`config.mk`:
```
export PLATFORM = sky130hd
export DESIGN_NAME = spi_slave_control
export DESIGN_NICKNAME = d
export VERILOG_FILES = /design/src/rtl/spi_slave_control.sv
export SDC_FILE = /design/constraint.sdc
export NUM_CORES = 1
export LEC_CHECK = 0
export CORE_MARGIN = 5
export CORE_UTILIZATION = 45
export DETAILED_ROUTE_END_ITERATION = 16
export GPL_ROUTABILITY_DRIVEN = 0
export PLACE_DENSITY = 0.8
export REMOVE_ABC_BUFFERS = 1
export SYNTH_ARGS = -nofsm -noshare
export SYNTH_HDL_FRONTEND = slang
export SYNTH_SLANG_ARGS = --single-unit
```
`constraint.sdc`:
```
create_clock -name clk_i -period 1.6 [get_ports clk_i]
set_input_delay 0.24 -clock clk_i [delete_from_list [all_inputs] [get_ports clk_i]]
set_output_delay 0.24 -clock clk_i [all_outputs]
set_load 0.005 [all_outputs]
```
`src/rtl/spi_slave_control.sv`:
```
// spi_slave_control: SPI mode-3 slave with synchronized pins,
// a 1..4 byte transmit word and a 4-byte receive packing register.
module spi_slave_control #(
    parameter int unsigned SYNC_STAGES = 2,
    parameter logic        MISO_IDLE   = 1'b1
) (
    input  logic        clk_i,
    input  logic        rst_i,
    input  logic        spi_clk_i,
    input  logic        spi_cs_n_i,
    input  logic        spi_mosi_i,
    output logic        spi_miso_o,
    input  logic [31:0] tx_data_i,
    input  logic [2:0]  tx_bytes_valid_i,
    input  logic        tx_load_i,
    output logic        tx_ready_o,
    output logic [31:0] rx_data_o,
    output logic [2:0]  rx_bytes_valid_o,
    output logic        rx_byte_strobe_o,
    input  logic        rx_clear_i,
    output logic        busy_o
);
    typedef enum logic {IDLE, ACTIVE} state_e;

    state_e state_q, state_d;

    logic [SYNC_STAGES-1:0] sclk_sync_q, sclk_sync_d;
    logic [SYNC_STAGES-1:0] cs_sync_q, cs_sync_d;
    logic [SYNC_STAGES-1:0] mosi_sync_q, mosi_sync_d;
    logic sclk_prev_q, sclk_prev_d;
    logic cs_prev_q, cs_prev_d;

    logic [2:0]  bit_cnt_q, bit_cnt_d;
    logic [31:0] tx_data_q, tx_data_d;
    logic [2:0]  tx_rem_q, tx_rem_d;
    logic        miso_q, miso_d;
    logic [7:0]  rx_shift_q, rx_shift_d;
    logic [31:0] rx_data_q, rx_data_d;
    logic [2:0]  rx_fill_q, rx_fill_d;
    logic        rx_stb_q, rx_stb_d;

    logic       sclk_s, cs_s, mosi_s;
    logic       sclk_rise, sclk_fall, cs_rise, cs_fall;
    logic [2:0] tx_n_in;
    logic [1:0] tx_ptr;
    logic [1:0] rx_slot;
    logic [7:0] rx_byte;
    logic       byte_done;

    // Synchronizer chains and edge-detect history
    always_comb begin
        sclk_sync_d = {sclk_sync_q[SYNC_STAGES-2:0], spi_clk_i};
        cs_sync_d   = {cs_sync_q[SYNC_STAGES-2:0], spi_cs_n_i};
        mosi_sync_d = {mosi_sync_q[SYNC_STAGES-2:0], spi_mosi_i};
        sclk_s      = sclk_sync_q[SYNC_STAGES-1];
        cs_s        = cs_sync_q[SYNC_STAGES-1];
        mosi_s      = mosi_sync_q[SYNC_STAGES-1];
        sclk_prev_d = sclk_s;
        cs_prev_d   = cs_s;
        sclk_rise   = sclk_s & ~sclk_prev_q;
        sclk_fall   = ~sclk_s & sclk_prev_q;
        cs_rise     = cs_s & ~cs_prev_q;
        cs_fall     = ~cs_s & cs_prev_q;
    end

    // Synchronizer registers; reset to bus idle levels
    always_ff @(posedge clk_i) begin
        if (rst_i) begin
            sclk_sync_q <= '1;
            cs_sync_q   <= '1;
            mosi_sync_q <= '0;
            sclk_prev_q <= 1'b1;
            cs_prev_q   <= 1'b1;
        end else begin
            sclk_sync_q <= sclk_sync_d;
            cs_sync_q   <= cs_sync_d;
            mosi_sync_q <= mosi_sync_d;
            sclk_prev_q <= sclk_prev_d;
            cs_prev_q   <= cs_prev_d;
        end
    end

    // Next state, shift/tx datapath and rx packing
    always_comb begin
        state_d    = state_q;
        bit_cnt_d  = bit_cnt_q;
        tx_data_d  = tx_data_q;
        tx_rem_d   = tx_rem_q;
        miso_d     = miso_q;
        rx_shift_d = rx_shift_q;
        rx_data_d  = rx_data_q;
        rx_fill_d  = rx_fill_q;
        rx_stb_d   = 1'b0;
        byte_done  = 1'b0;
        tx_n_in    = (tx_bytes_valid_i > 3'd4) ? 3'd4 : tx_bytes_valid_i;
        tx_ptr     = tx_rem_q[1:0] - 2'd1;
        rx_byte    = {rx_shift_q[6:0], mosi_s};

        unique case (state_q)
            IDLE: begin
                if (tx_load_i) begin
                    tx_data_d = tx_data_i;
                    tx_rem_d  = tx_n_in;
                end
                if (cs_fall) begin
                    state_d    = ACTIVE;
                    bit_cnt_d  = 3'd7;
                    rx_shift_d = 8'h00;
                end
            end
            ACTIVE: begin
                if (cs_rise) begin
                    state_d    = IDLE;
                    bit_cnt_d  = 3'd7;
                    tx_rem_d   = 3'd0;
                    miso_d     = MISO_IDLE;
                    rx_shift_d = 8'h00;
                end else if (sclk_fall) begin
                    if (tx_rem_q == 3'd0) miso_d = MISO_IDLE;
                    else miso_d = tx_data_q[{tx_ptr, bit_cnt_q}];
                end else if (sclk_rise) begin
                    rx_shift_d = rx_byte;
                    bit_cnt_d  = bit_cnt_q - 3'd1;
                    if (bit_cnt_q == 3'd0) begin
                        byte_done = 1'b1;
                        if (tx_rem_q != 3'd0) tx_rem_d = tx_rem_q - 3'd1;
                    end
                end
            end
        endcase

        // A full register wraps back to the top byte
        rx_slot = rx_fill_q[1:0];
        if (rx_clear_i) begin
            rx_data_d = 32'h0;
            rx_fill_d = 3'd0;
            rx_slot   = 2'd0;
        end
        if (byte_done) begin
            rx_stb_d = 1'b1;
            rx_data_d[{~rx_slot, 3'b000} +: 8] = rx_byte;
            rx_fill_d = {1'b0, rx_slot} + 3'd1;
        end
    end

    // FSM state register
    always_ff @(posedge clk_i) begin
        if (rst_i) state_q <= IDLE;
        else state_q <= state_d;
    end

    // Datapath registers
    always_ff @(posedge clk_i) begin
        if (rst_i) begin
            bit_cnt_q  <= 3'd7;
            tx_data_q  <= 32'h0;
            tx_rem_q   <= 3'd0;
            miso_q     <= MISO_IDLE;
            rx_shift_q <= 8'h00;
            rx_data_q  <= 32'h0;
            rx_fill_q  <= 3'd0;
            rx_stb_q   <= 1'b0;
        end else begin
            bit_cnt_q  <= bit_cnt_d;
            tx_data_q  <= tx_data_d;
            tx_rem_q   <= tx_rem_d;
            miso_q     <= miso_d;
            rx_shift_q <= rx_shift_d;
            rx_data_q  <= rx_data_d;
            rx_fill_q  <= rx_fill_d;
            rx_stb_q   <= rx_stb_d;
        end
    end

    assign spi_miso_o       = miso_q;
    assign tx_ready_o       = (state_q == IDLE);
    assign busy_o           = (state_q == ACTIVE);
    assign rx_data_o        = rx_data_q;
    assign rx_bytes_valid_o = rx_fill_q;
    assign rx_byte_strobe_o = rx_stb_q;
endmodule

```
After elaboration in Yosys (flattened, before gate mapping)
Cells that the tools add are included.
{"block": "word_totals", "regBits": 91, "out_inout_bits": 39, "input_bits": 42}
{"block": "classes", "reduce_logical": 9, "bitwise_logic": 10, "magnitude_cmp": 2, "eq_ne": 6, "addsub": 5, "mux": 38, "n_shift": 2}
{"cell": "2-to-1 mux 32 bit", "n": 2}
{"cell": "2-to-1 mux 3 bit", "n": 13}
{"cell": "bitwise mux 32 bit", "n": 1}
{"cell": "variable shift 8 x 7 -> 32 bit (first input constant)", "n": 1}
{"cell": "variable part select 8 x 7 -> 32 bit", "n": 1}
{"cell": "2-to-1 mux 7 bit", "n": 4}
{"cell": "one-hot mux 7 bit (2 select lines)", "n": 1}
{"cell": "2-to-1 mux 1 bit", "n": 12}
{"cell": "one-hot mux 3 bit (2 select lines)", "n": 2}
{"cell": "!= test 3 x 1 -> 1 bit (second input constant)", "n": 3}
{"cell": "negation 5 -> 7 bit", "n": 1}
{"cell": "logical NOT 3 bit", "n": 2}
{"cell": "< comparator 5 x 6 -> 1 bit (second input constant)", "n": 1}
{"cell": "subtractor 3 x 1 -> 3 bit (second input constant)", "n": 2}
{"cell": "binary-select mux 1 bit (select 5 bit)", "n": 1}
{"cell": "NOT 1 bit", "n": 5}
{"cell": "AND reduction 5 bit", "n": 1}
{"cell": "bitwise AND 1 bit", "n": 4}
{"cell": "AND reduction 2 bit", "n": 2}
{"cell": "nonzero test 2 bit", "n": 2}
{"cell": "adder 2 x 1 -> 3 bit (second input constant)", "n": 1}
{"cell": "greater-than comparator 3 bit (second input constant)", "n": 1}
{"cell": "!= test 3 x 2 -> 1 bit (second input constant)", "n": 1}
{"cell": "AND reduction 3 bit", "n": 1}
{"cell": "7 further kinds", "n": 7}

Depth between registers and ports, before layout
Gate-level depths: netlist of the first run.
{"block": "depth", "word_depth": 7, "ltp_mapped": 10}

Worst setup path after synthesis of the first run
OpenSTA, ideal clock, no wires.
{"block": "synth_path", "path_kind": "reg-to-reg", "start": "register bit_cnt_q[1]", "end": "register rx_data_q[10], in the netlist rx_data_o[10]", "setup_slack_ps": -136, "required_ps": 1535, "arrival_time_ps": 1671, "setup_time_ps": 65, "path_buffers": 2, "path_stages_with_launch": 10, "cell_sequence": "dfxtp_1 -> buf_2 -> inv_1 -> ha_1 -> nand2b_1 -> nor4_4 -> buf_6 -> a21oi_1 -> a22oi_1 -> nor2_1"}
{"block": "synth_via", "elab_chain_len": 7}
{"item": "from (decl)", "line": "33", "text": "logic [2:0] bit_cnt_q, bit_cnt_d;"}
{"item": "from (signal assigned)", "line": "164", "text": "bit_cnt_q <= bit_cnt_d;"}
{"item": "logical NOT 3 bit", "line": "124", "text": "if (bit_cnt_q == 3'd0) begin"}
{"item": "2-to-1 mux 1 bit", "line": "124"}
{"item": "2-to-1 mux 1 bit", "line": "121", "text": "end else if (sclk_rise) begin"}
{"item": "2-to-1 mux 1 bit", "line": "118", "text": "end else if (sclk_fall) begin"}
{"item": "2-to-1 mux 1 bit", "line": "112", "text": "if (cs_rise) begin"}
{"item": "2-to-1 mux 1 bit", "line": "99", "text": "unique case (state_q)"}
{"item": "2-to-1 mux 32 bit", "line": "139", "text": "if (byte_done) begin"}
{"item": "to (signal assigned)", "line": "169", "text": "rx_data_q <= rx_data_d;"}
{"item": "to (decl)", "line": "38", "text": "logic [31:0] rx_data_q, rx_data_d;"}
Every way passes these cells.
A chain may end at the register's enable or synchronous reset.

Final worst setup path of the first run
{"block": "layout_path", "start": "register rx_fill_q[0], in the netlist rx_bytes_valid_o[0]", "end": "register rx_data_q[19], in the netlist rx_data_o[19]"}
{"block": "layout_via", "elab_chain_len": 6}
{"item": "from (decl)", "line": "39", "text": "logic [2:0] rx_fill_q, rx_fill_d;"}
{"item": "from (signal assigned)", "line": "170", "text": "rx_fill_q <= rx_fill_d;"}
{"item": "2-to-1 mux 2 bit *", "line": "134", "text": "if (rx_clear_i) begin"}
{"item": "NOT 2 bit *", "line": "141", "text": "rx_data_d[{~rx_slot, 3'b000} +: 8] = rx_byte;"}
{"item": "negation 5 -> 7 bit *", "line": "141"}
{"item": "variable part select 8 x 7 -> 32 bit / variable shift 8 x 7 -> 32 bit (equally long branches)", "line": "141"}
{"item": "bitwise mux 32 bit *", "line": "141"}
{"item": "2-to-1 mux 32 bit *", "line": "139"}
Every way passes the cells marked *; elsewhere a longest branch is shown, timed or not.

==> results of run 1 <==
## final timing paths
path / startpoint / end / slack [ps] / cells past startpoint
worst min-delay path: rst_i / sclk_prev_q$_SDFF_PP1_ / 170 / 2
worst min register to register: sclk_sync_q[0]$_SDFF_PP1_ / sclk_sync_q[1]$_SDFF_PP1_ / 420 / 1
worst max-delay path: rx_bytes_valid_o[0]$_SDFFE_PP0P_ / rx_data_o[19]$_SDFF_PP0_ / -90 / 6
worst max register to register: rx_bytes_valid_o[0]$_SDFFE_PP0P_ / rx_data_o[19]$_SDFF_PP0_ / -90 / 6
## layout make-up
type / instances / area share
multi-input cells: 282 / 0.364
clock buffers: 10 / 0.0262
repair buffers: 120 / 0.219
clock inverters: 6 / 0.0105
flip-flops and latches: 91 / 0.348
well taps: 105 / 0.0250
inverters: 9 / 0.00691
## metrics by stage
stage          hold WS (ps)  power, uW   util
2_1_floorplan           309       2590      -
3_3_place_gp            400       2800  0.587
3_5_place_dp            404       2820  0.587
4_1_cts                 160       4320  0.636
5_1_grt                 167       4480  0.646
6_report                170       4310  0.646
## state kept, by name, summed over array words and instances, names as in the netlist
register and cells:
bit_cnt_q 3, busy_o 1, cs_prev_q 1, cs_sync_q 2
mosi_sync_q 2, rx_byte_strobe_o 1, rx_bytes_valid_o 3, rx_data_o 32
rx_shift_q 7, sclk_prev_q 1, sclk_sync_q 2, spi_miso_o 1
tx_data_q 32, tx_rem_q 3
## Yosys cell counts (all sizes together) (6+ instances only)
master,count,area share
nor2,45,0.046
nand3,10,0.014
nand3b,8,0.016
a22oi,31,0.063
clkbuf,20,0.021
ha,7,0.024
dfxtp,91,0.49
nor2b,8,0.015
or2,6,0.010
nand2,71,0.072
mux4,7,0.043
buf,7,0.015
a21oi,47,0.064
inv,9,0.0098
## power by group through the flow
stage               clock, uW  combinational (uW)  sequential (uW)
finish                   1510                 438             2360
global route             1640                 475             2370
CTS                      1540                 418             2360
detailed placement          0                 406             2410
global placement            0                 395             2410
floorplan                   0                 180             2410
## metal layers
metal  GRT usage  up-vias  share of wire
li1            -     1626              -
met1       0.246     1587           0.43
met2       0.309      104           0.50
met3      0.0346       16          0.051
met4      0.0912        0          0.019
met5           0        -              0
## what timing repair did
| item | in CTS | in global routing |
|---|---|---|
| pin swaps | 21 | 16 |
| endpoints found under the setup margin | 38 | 44 |
| endpoints found under the hold margin | 0 | 0 |
| gates resized for setup | 40 | 22 |
| buffers inserted | 8 | 0 |
| hold buffers | 0 | 0 |
| cloned | 1 | 0 |
## cells by family (layout without fill, tap and decap cells)
| family | count (synthesis) | count (layout) | share of synthesized area |
|---|---|---|---|
| xor+xnor | 2 | 2 | 0.00473 |
| buf+inv | 36 | 145 | 0.0456 |
| simple gates | 166 | 166 | 0.215 |
| fa+ha+maj | 7 | 7 | 0.0237 |
| flops | 91 | 91 | 0.492 |
| compound gates | 94 | 94 | 0.159 |
| mux | 13 | 13 | 0.0595 |
==> metrics, run 1 <==
Detailed Routing Iterations Pass 1=5; setup tns final=-1540 ps; Net Sw Frac=0.259; Synth Cell Area=3700 um2; Max clock buf depth=2; Die Wd=101 um; drt initial violations=223; minimum clock period=1690 ps; critical path launch point type=flop; sw power=1120 uW; Critical Path RT=1900 ps; status=complete, but fails checks; Buffers & Inverters on Critical Path=1; Place WS=-510 ps; Fmax=593 MHz; CP top delay family=simple AND/OR/NAND/NOR gates; Via density=5.35; first-pass GRT wire length=15500 um; Clock Power Share=0.351; vias in the first global route=3276; critical-path cell list=nor2b_4 -> ha_2 -> nor4_4 -> buf_4 -> nand3_1 -> a21oi_1; VDD IR-drop max=0.431 mV; clock root buffer=clkbuf_8; PwrDens=822 nW/um2; Layout Nets=562; sequential power share=0.548; # diodes=0; Clock Skew=16.8 ps; Pint=3200 uW; worst setup margin=-85.6 ps; final hold violations=0; fraction of layout cells with a size suffix above 1=0.241; Worst-Margin Slew=395 ps; kind of end point of the critical path=flop; Layout area overhead=41.8%; final wirelength=9860 um; pin count of the biggest net entering global routing=90; clock sink count=91; Distinct cells, synth=41; TritonCTS clock tree=built; Setup CP Type=flop to flop; clock-pin slew on the worst setup and hold paths=110 ps; I/O pins=81; RSZ-0062 raised after global routing=yes; Hold Crit Class=input pin to flop; Comb power frac=0.101; full die area=10100 um2; Slew headroom=0.737; share of flip-flops with an asynchronous set or reset=0; Finished Layout Cells=623; maxcap violations=0; Rows=33; core area=8130 um2; Post-synth EDFFs=0; Leak=0.00199 uW; violated checks=negative setup slack; crit path max fanout=8; Critical-path top delay cell=dfxtp_2; Residual DRC=0; ys flop type=dfxtp_1; Synth Instances=409; # placed instances=599; worst path arrival time=1980 ps; worst skew pair latency=360 ps; register area share after synthesis=0.492; H-tree depth=3; Yosys warnings=0; area of the multi-input gates=1910 um2; post-place instance area=4780 um2; DRT antenna net count=0; Syn Area/Cell=9.05 um2; initial antenna violation count=0; commonest cells after routing, fill and taps aside=86 x dfxtp_1, 76 x clkdlybuf4s50_1, 70 x nand2_1; Routed wire per std cell=15.8 um; fillers=624; max-slew violation count=0; final setup violating endpoints=35; die height=101 um; aggregate global-route resource usage=0.191; most common cell after layout, fill and taps aside=dfxtp_1; Starting Density=0.455; slowest stage delay, CP=360 ps; fraction of the cycle the final worst path needs=1.05; Seq cells post-synth=91; DR vias=3333; CTS buffer count=9; Buffers on Ports=80; final instance area=5250 um2; post-DP HPWL=6210 um; grt total ovfl=0; sequential standard cell area=1830 um2
No activity file was read; power rests on OpenSTA's default activity.
==> inputs of run 2 (changes only) <==
--- a/config.mk
+++ b/config.mk
@@ -5,7 +5,7 @@
 export SDC_FILE = /design/constraint.sdc
 export NUM_CORES = 1
 export LEC_CHECK = 0
-export CORE_MARGIN = 5
+export CORE_MARGIN = 2
 export CORE_UTILIZATION = 45
 export DETAILED_ROUTE_END_ITERATION = 16
 export GPL_ROUTABILITY_DRIVEN = 0
==> constraint.sdc (replaced) <==
create_clock -name clk_i -period 1.55 [get_ports clk_i]
set_input_delay 0.2325 -clock clk_i [delete_from_list [all_inputs] [get_ports clk_i]]
set_output_delay 0.2325 -clock clk_i [all_outputs]
set_load 0.005 [all_outputs]
==> run 2 against run 1 <==
Net effect:
- the flow still finishes with violations (negative setup slack)
- utilization grew 2.1 points
- flip-flop and latch count is the same
- clock power grew 9%
- final cell count grew 1.3%
- register-to-register slack lost 60 ps
- global-route usage grew 2.9 points
- total power grew 5.2%
- clock-buffer cell count shrank 1
- non-clock buffer count grew 8
- die area shrank 12%
- via count grew 1.3%
- critical endpoint is now rx_data_o[28]$_SDFF_PP0_
- largest power group unchanged
==> metrics, run 2 (synthesized netlist as in run 1, its figures left out) <==
status=complete, but fails checks (unchanged); violated checks=negative setup slack (unchanged); most common cell after layout, fill and taps aside=dfxtp_1 (unchanged); die height=94.7 um (was 101 um); sequential power share=0.537 (was 0.548); core area=8090 um2 (was 8130 um2); Net Sw Frac=0.253 (was 0.259); vias in the first global route=3285 (was 3276); Detailed Routing Iterations Pass 1=4 (was 5); TritonCTS clock tree=built (unchanged); fillers=621 (was 624); Via density=5.35 (about the same); CTS buffer count=9 (unchanged); # placed instances=606 (was 599); PwrDens=841 nW/um2 (was 822 nW/um2); # hold bufs at CTS=0 (unchanged); worst skew pair latency=360 ps (about the same); final hold violations=0 (unchanged); I/O pins=81 (unchanged); worst setup margin=-141 ps (was -85.6 ps); fraction of layout cells with a size suffix above 1=0.266 (was 0.241); commonest cells after routing, fill and taps aside=86 x dfxtp_1, 74 x clkdlybuf4s50_1, 70 x nand2_1 (was 86 x dfxtp_1, 76 x clkdlybuf4s50_1, 70 x nand2_1); Layout Nets=570 (was 562); hold slack final=196 ps (was 170 ps); Die Wd=94.7 um (was 101 um); max-slew violation count=0 (unchanged); Setup CP Type=flop to flop (unchanged); clock-pin slew on the worst setup and hold paths=90 ps (was 110 ps); Clock Power Share=0.361 (was 0.351); post-DP HPWL=6000 um (was 6210 um); Worst-Margin Slew=438 ps (was 395 ps); final setup violating endpoints=36 (was 35); Pint=3390 uW (was 3200 uW); DRT antenna net count=0 (unchanged); full die area=8970 um2 (was 10100 um2); Residual DRC=0 (unchanged); clock root buffer=clkbuf_8 (unchanged); minimum clock period=1690 ps (about the same); VDD IR-drop max=0.524 mV (was 0.431 mV); initial antenna violation count=0 (unchanged); aggregate global-route resource usage=0.220 (was 0.191); final wirelength=10200 um (was 9860 um); worst path arrival time=1980 ps (about the same); Layout area overhead=45.8% (was 41.8%); DR vias=3377 (was 3333); Leak=0.00200 uW (was 0.00199 uW); Finished Layout Cells=631 (was 623); clock sink count=91 (unchanged); first-pass GRT wire length=15200 um (was 15500 um); maxcap violations=0 (unchanged); Hold Crit Class=input pin to flop (unchanged); # diodes=0 (unchanged); fraction of the cycle the final worst path needs=1.09 (was 1.05); critical path launch point type=flop (unchanged); Comb power frac=0.102 (was 0.101); grt total ovfl=0 (unchanged); Slew headroom=0.707 (was 0.737); Clock Skew=11.0 ps (was 16.8 ps); Routed wire per std cell=16.1 um (was 15.8 um); drt initial violations=197 (was 223); Rows=33 (unchanged); RSZ-0062 raised after global routing=yes (unchanged); pin count of the biggest net entering global routing=90 (unchanged); H-tree depth=3 (unchanged); Buffers on Ports=80 (unchanged); Max clock buf depth=2 (unchanged); crit path max fanout=8 (unchanged); Fmax=591 MHz (was 593 MHz); kind of end point of the critical path=flop (unchanged); sw power=1150 uW (was 1120 uW); Critical Path RT=1840 ps (was 1900 ps); Starting Density=0.457 (was 0.455)
## run 2: final cells by class
| type | instances | area (um2) | area share |
|---|---|---|---|
| well taps | 105 | 131 | 0.0243 |
| inverters | 9 | 36.3 | 0.00672 |
| flip-flops and latches | 91 | 1830 | 0.339 |
| clock inverters | 7 | 75.1 | 0.0139 |
| multi-input cells | 282 | 1980 | 0.367 |
| clock buffers | 9 | 124 | 0.0229 |
| repair buffers | 128 | 1220 | 0.226 |
## run 2: power groups by stage
| stage | Combinational (uW) | Clock (uW) | Sequential, uW |
|---|---|---|---|
| CTS | 440 | 1630 | 2440 |
| detailed placement | 429 | 0 | 2490 |
| floorplan | 186 | 0 | 2480 |
| finish | 462 | 1640 | 2440 |
| global route | 502 | 1760 | 2450 |
| global placement | 419 | 0 | 2490 |
## run 2: worst max-delay path, stage by stage (launching register included)
cell and delay [ps]:
dfxtp_2 340, inv_2 80, ha_4 140, nand2b_4 60, nor4_4 270, buf_6 170
and4_4 320, a22oi_2 110, nor2_1 140
## run 2: final timing paths
check / startpoint / to / slack (ps) / cells past startpoint
max: bit_cnt_q[1]$_SDFFE_PP1P_ / rx_data_o[28]$_SDFF_PP0_ / -140 / 8
max reg2reg: bit_cnt_q[1]$_SDFFE_PP1P_ / rx_data_o[28]$_SDFF_PP0_ / -140 / 8
min reg2reg: cs_sync_q[0]$_SDFF_PP1_ / cs_sync_q[1]$_SDFF_PP1_ / 420 / 1
min: rst_i / sclk_prev_q$_SDFF_PP1_ / 200 / 2
## run 2: per-layer routing
metal  wire [um]  global-route usage  up-vias
met4         274               0.104        0
li1            -                   -     1638
met5           0                   0        -
met2        5050               0.366      141
met1        4230               0.273     1575
met3         620              0.0431       23
## run 2: metrics by stage
stage	utilization	area, um2	setup WS, ps	TNS [ps]	power [uW]
2_1_floorplan	-	3570	-645	-24000	2670
3_3_place_gp	0.597	4830	-458	-14330	2910
3_5_place_dp	0.597	4830	-558	-16540	2920
4_1_cts	0.651	5270	-102	-1660	4510
5_1_grt	0.667	5400	-240	-6130	4710
6_report	0.667	5400	-141	-3360	4540
## run 2: timing repair
action	CTS	global route
setup endpoints to repair	41	49
gates cloned	1	0
setup buffers	7	3
pin swaps	23	25
resized for setup	54	25
==> inputs of run 3 (changes only) <==
--- a/config.mk
+++ b/config.mk
@@ -10,6 +10,7 @@
 export DETAILED_ROUTE_END_ITERATION = 16
 export GPL_ROUTABILITY_DRIVEN = 0
 export PLACE_DENSITY = 0.8
+export RECOVER_POWER = 100
 export REMOVE_ABC_BUFFERS = 1
 export SYNTH_ARGS = -nofsm -noshare
 export SYNTH_HDL_FRONTEND = slang
==> results of run 3 <==
The final DEF is identical to that of run 2; final timing and power are the same.
==> RTL change, RTL diff (settings of run 2) <==
The parameter `MISO_IDLE` goes from 1'b1 to 1'b0.
--- a/src/rtl/spi_slave_control.sv
+++ b/src/rtl/spi_slave_control.sv
@@ -2,7 +2,7 @@
 // a 1..4 byte transmit word and a 4-byte receive packing register.
 module spi_slave_control #(
     parameter int unsigned SYNC_STAGES = 2,
-    parameter logic        MISO_IDLE   = 1'b1
+    parameter logic        MISO_IDLE   = 1'b0
 ) (
     input  logic        clk_i,
     input  logic        rst_i,
Formal check against the unedited RTL: not equivalent (a bounded check fails within 4 cycles, from zero or initial values and one cycle with rst_i high).
==> RTL change against run 2 <==
The flow still finishes with violations (negative setup slack). Setup slack lost 0.21 ns. Design area grew 4.4%. Sequential cell count is the same. Critical path depth grew 2. Routed wire length grew 3.9%. Power grew 6.5%. Largest cell class unchanged. Synthesized area shrank 0.10%.
==> RTL change: results (changes against run 2) <==
metric	value	unit	change
Net count, final	577		was 570
routed via count	3461		was 3,377
DRT Pass-1 Iters	5		was 4
register area share after synthesis	0.4926		was 0.4921
VDD IR-drop max	0.6069	mV	was 0.5243 mV
DR iter-0 viols	204		was 197
Setup Viol. Count Final	39		was 36
top cells by instance count after synthesis	91 x dfxtp_1, 75 x nand2_1, 48 x a21oi_1		was 91 x dfxtp_1, 71 x nand2_1, 47 x a21oi_1
Finished Layout Cells	638		was 631
outcome	finished with violations		unchanged
htree depth	3		unchanged
gr usage total	0.2242		was 0.2197
Setup TNS	-10.15	ns	was -3.363 ns
critical path's slowest cell	nor4_4		was dfxtp_2
Syn Area/Cell	9.043	µm²	was 9.052 µm²
vias in the first global route	3371		was 3,285
Int Pwr	3.630	mW	was 3.392 mW
dpl ws	-0.6341	ns	was -0.5580 ns
largest net degree at the start of global routing	33		was 90
clock skew	0.01585	ns	was 0.01101 ns
reg-to-reg endpoint	rx_data_o[18]		was rx_data_o[28]
P_leak	2.135	nW	was 2.001 nW
detailed placement HPWL	6.205	mm	was 6.001 mm
Post-Place Cells	612		was 606
placed instance area	4877	µm²	was 4830 µm²
share of cells above drive strength 1	0.2983		was 0.2662
failing checks	negative setup slack		unchanged
most area-consuming cells after synthesis	dfxtp_1 49%, nand2_1 7.6%, a21oi_1 6.5%		was dfxtp_1 49%, nand2_1 7.2%, a21oi_1 6.4%
FILL cells	564		was 621
Routed WL	10.56	mm	was 10.17 mm
Netlist cell types	42		was 41
Max-slew headroom	0.6560		was 0.7074
final worst slack	-0.3527	ns	was -0.1410 ns
first-pass GRT wire length	15.73	mm	was 15.24 mm
RTL change: cell types whose count changed in the layout (fill, tap and decap cells not counted), sizes merged, moves of 2 or more:
cell	run 2	this run
and4	2	0
nor2	45	42
clkinvlp	3	0
mux2i	4	13
nor2b	8	5
buf	49	52
nor4	5	3
inv	11	15
nand2	71	75
nand3	10	12
mux4	7	5
RTL change: per-layer routing:
layer	part of all wire	track usage	vias to the layer above
li1	-	-	1655
met1	0.42	0.2717	1657
met2	0.51	0.3895	118
met3	0.045	0.03831	31
met4	0.029	0.09903	0
met5	0	0	-
RTL change: power by group through the flow:
stage	registers, mW	clock network, mW	logic (mW)
floorplan	2.49	0	0.199
detailed placement	2.49	0	0.473
finish	2.44	1.84	0.552
global placement	2.49	0	0.461
CTS	2.44	1.84	0.497
global route	2.45	1.92	0.595
RTL change: layout make-up:
class / count / share of cell area
multi-input combinational: 285 / 0.3705
tap: 105 / 0.02331
sequential: 91 / 0.3248
inverter: 10 / 0.007547
clock inverter: 7 / 0.01842
timing repair buffer: 131 / 0.2335
clock buffer: 9 / 0.02198
RTL change: kinds of logic after synthesis:
family,synth area share
and+or+nand+nor,0.2138
adders and majority gates,0.02368
buffers and inverters,0.04026
AOI/OAI and AO/OA,0.1563
DFF,0.4926
muxes,0.06867
xor gates and xnor gates,0.004737
RTL change: per-stage QoR:
stage          hold WS (ns)  utilization
5_1_grt              0.3517       0.6965
3_3_place_gp         0.4021       0.6027
3_5_place_dp         0.4025       0.6027
6_report             0.3331       0.6965
4_1_cts              0.3278       0.6665
2_1_floorplan        0.3016            -
RTL change: repair_timing:
item | in CTS | in global routing
gates resized for setup | 58 | 51
hold buffers | 0 | 0
setup buffers | 7 | 5
setup endpoints to repair | 43 | 48
pin swaps | 22 | 42
gates cloned | 2 | 0
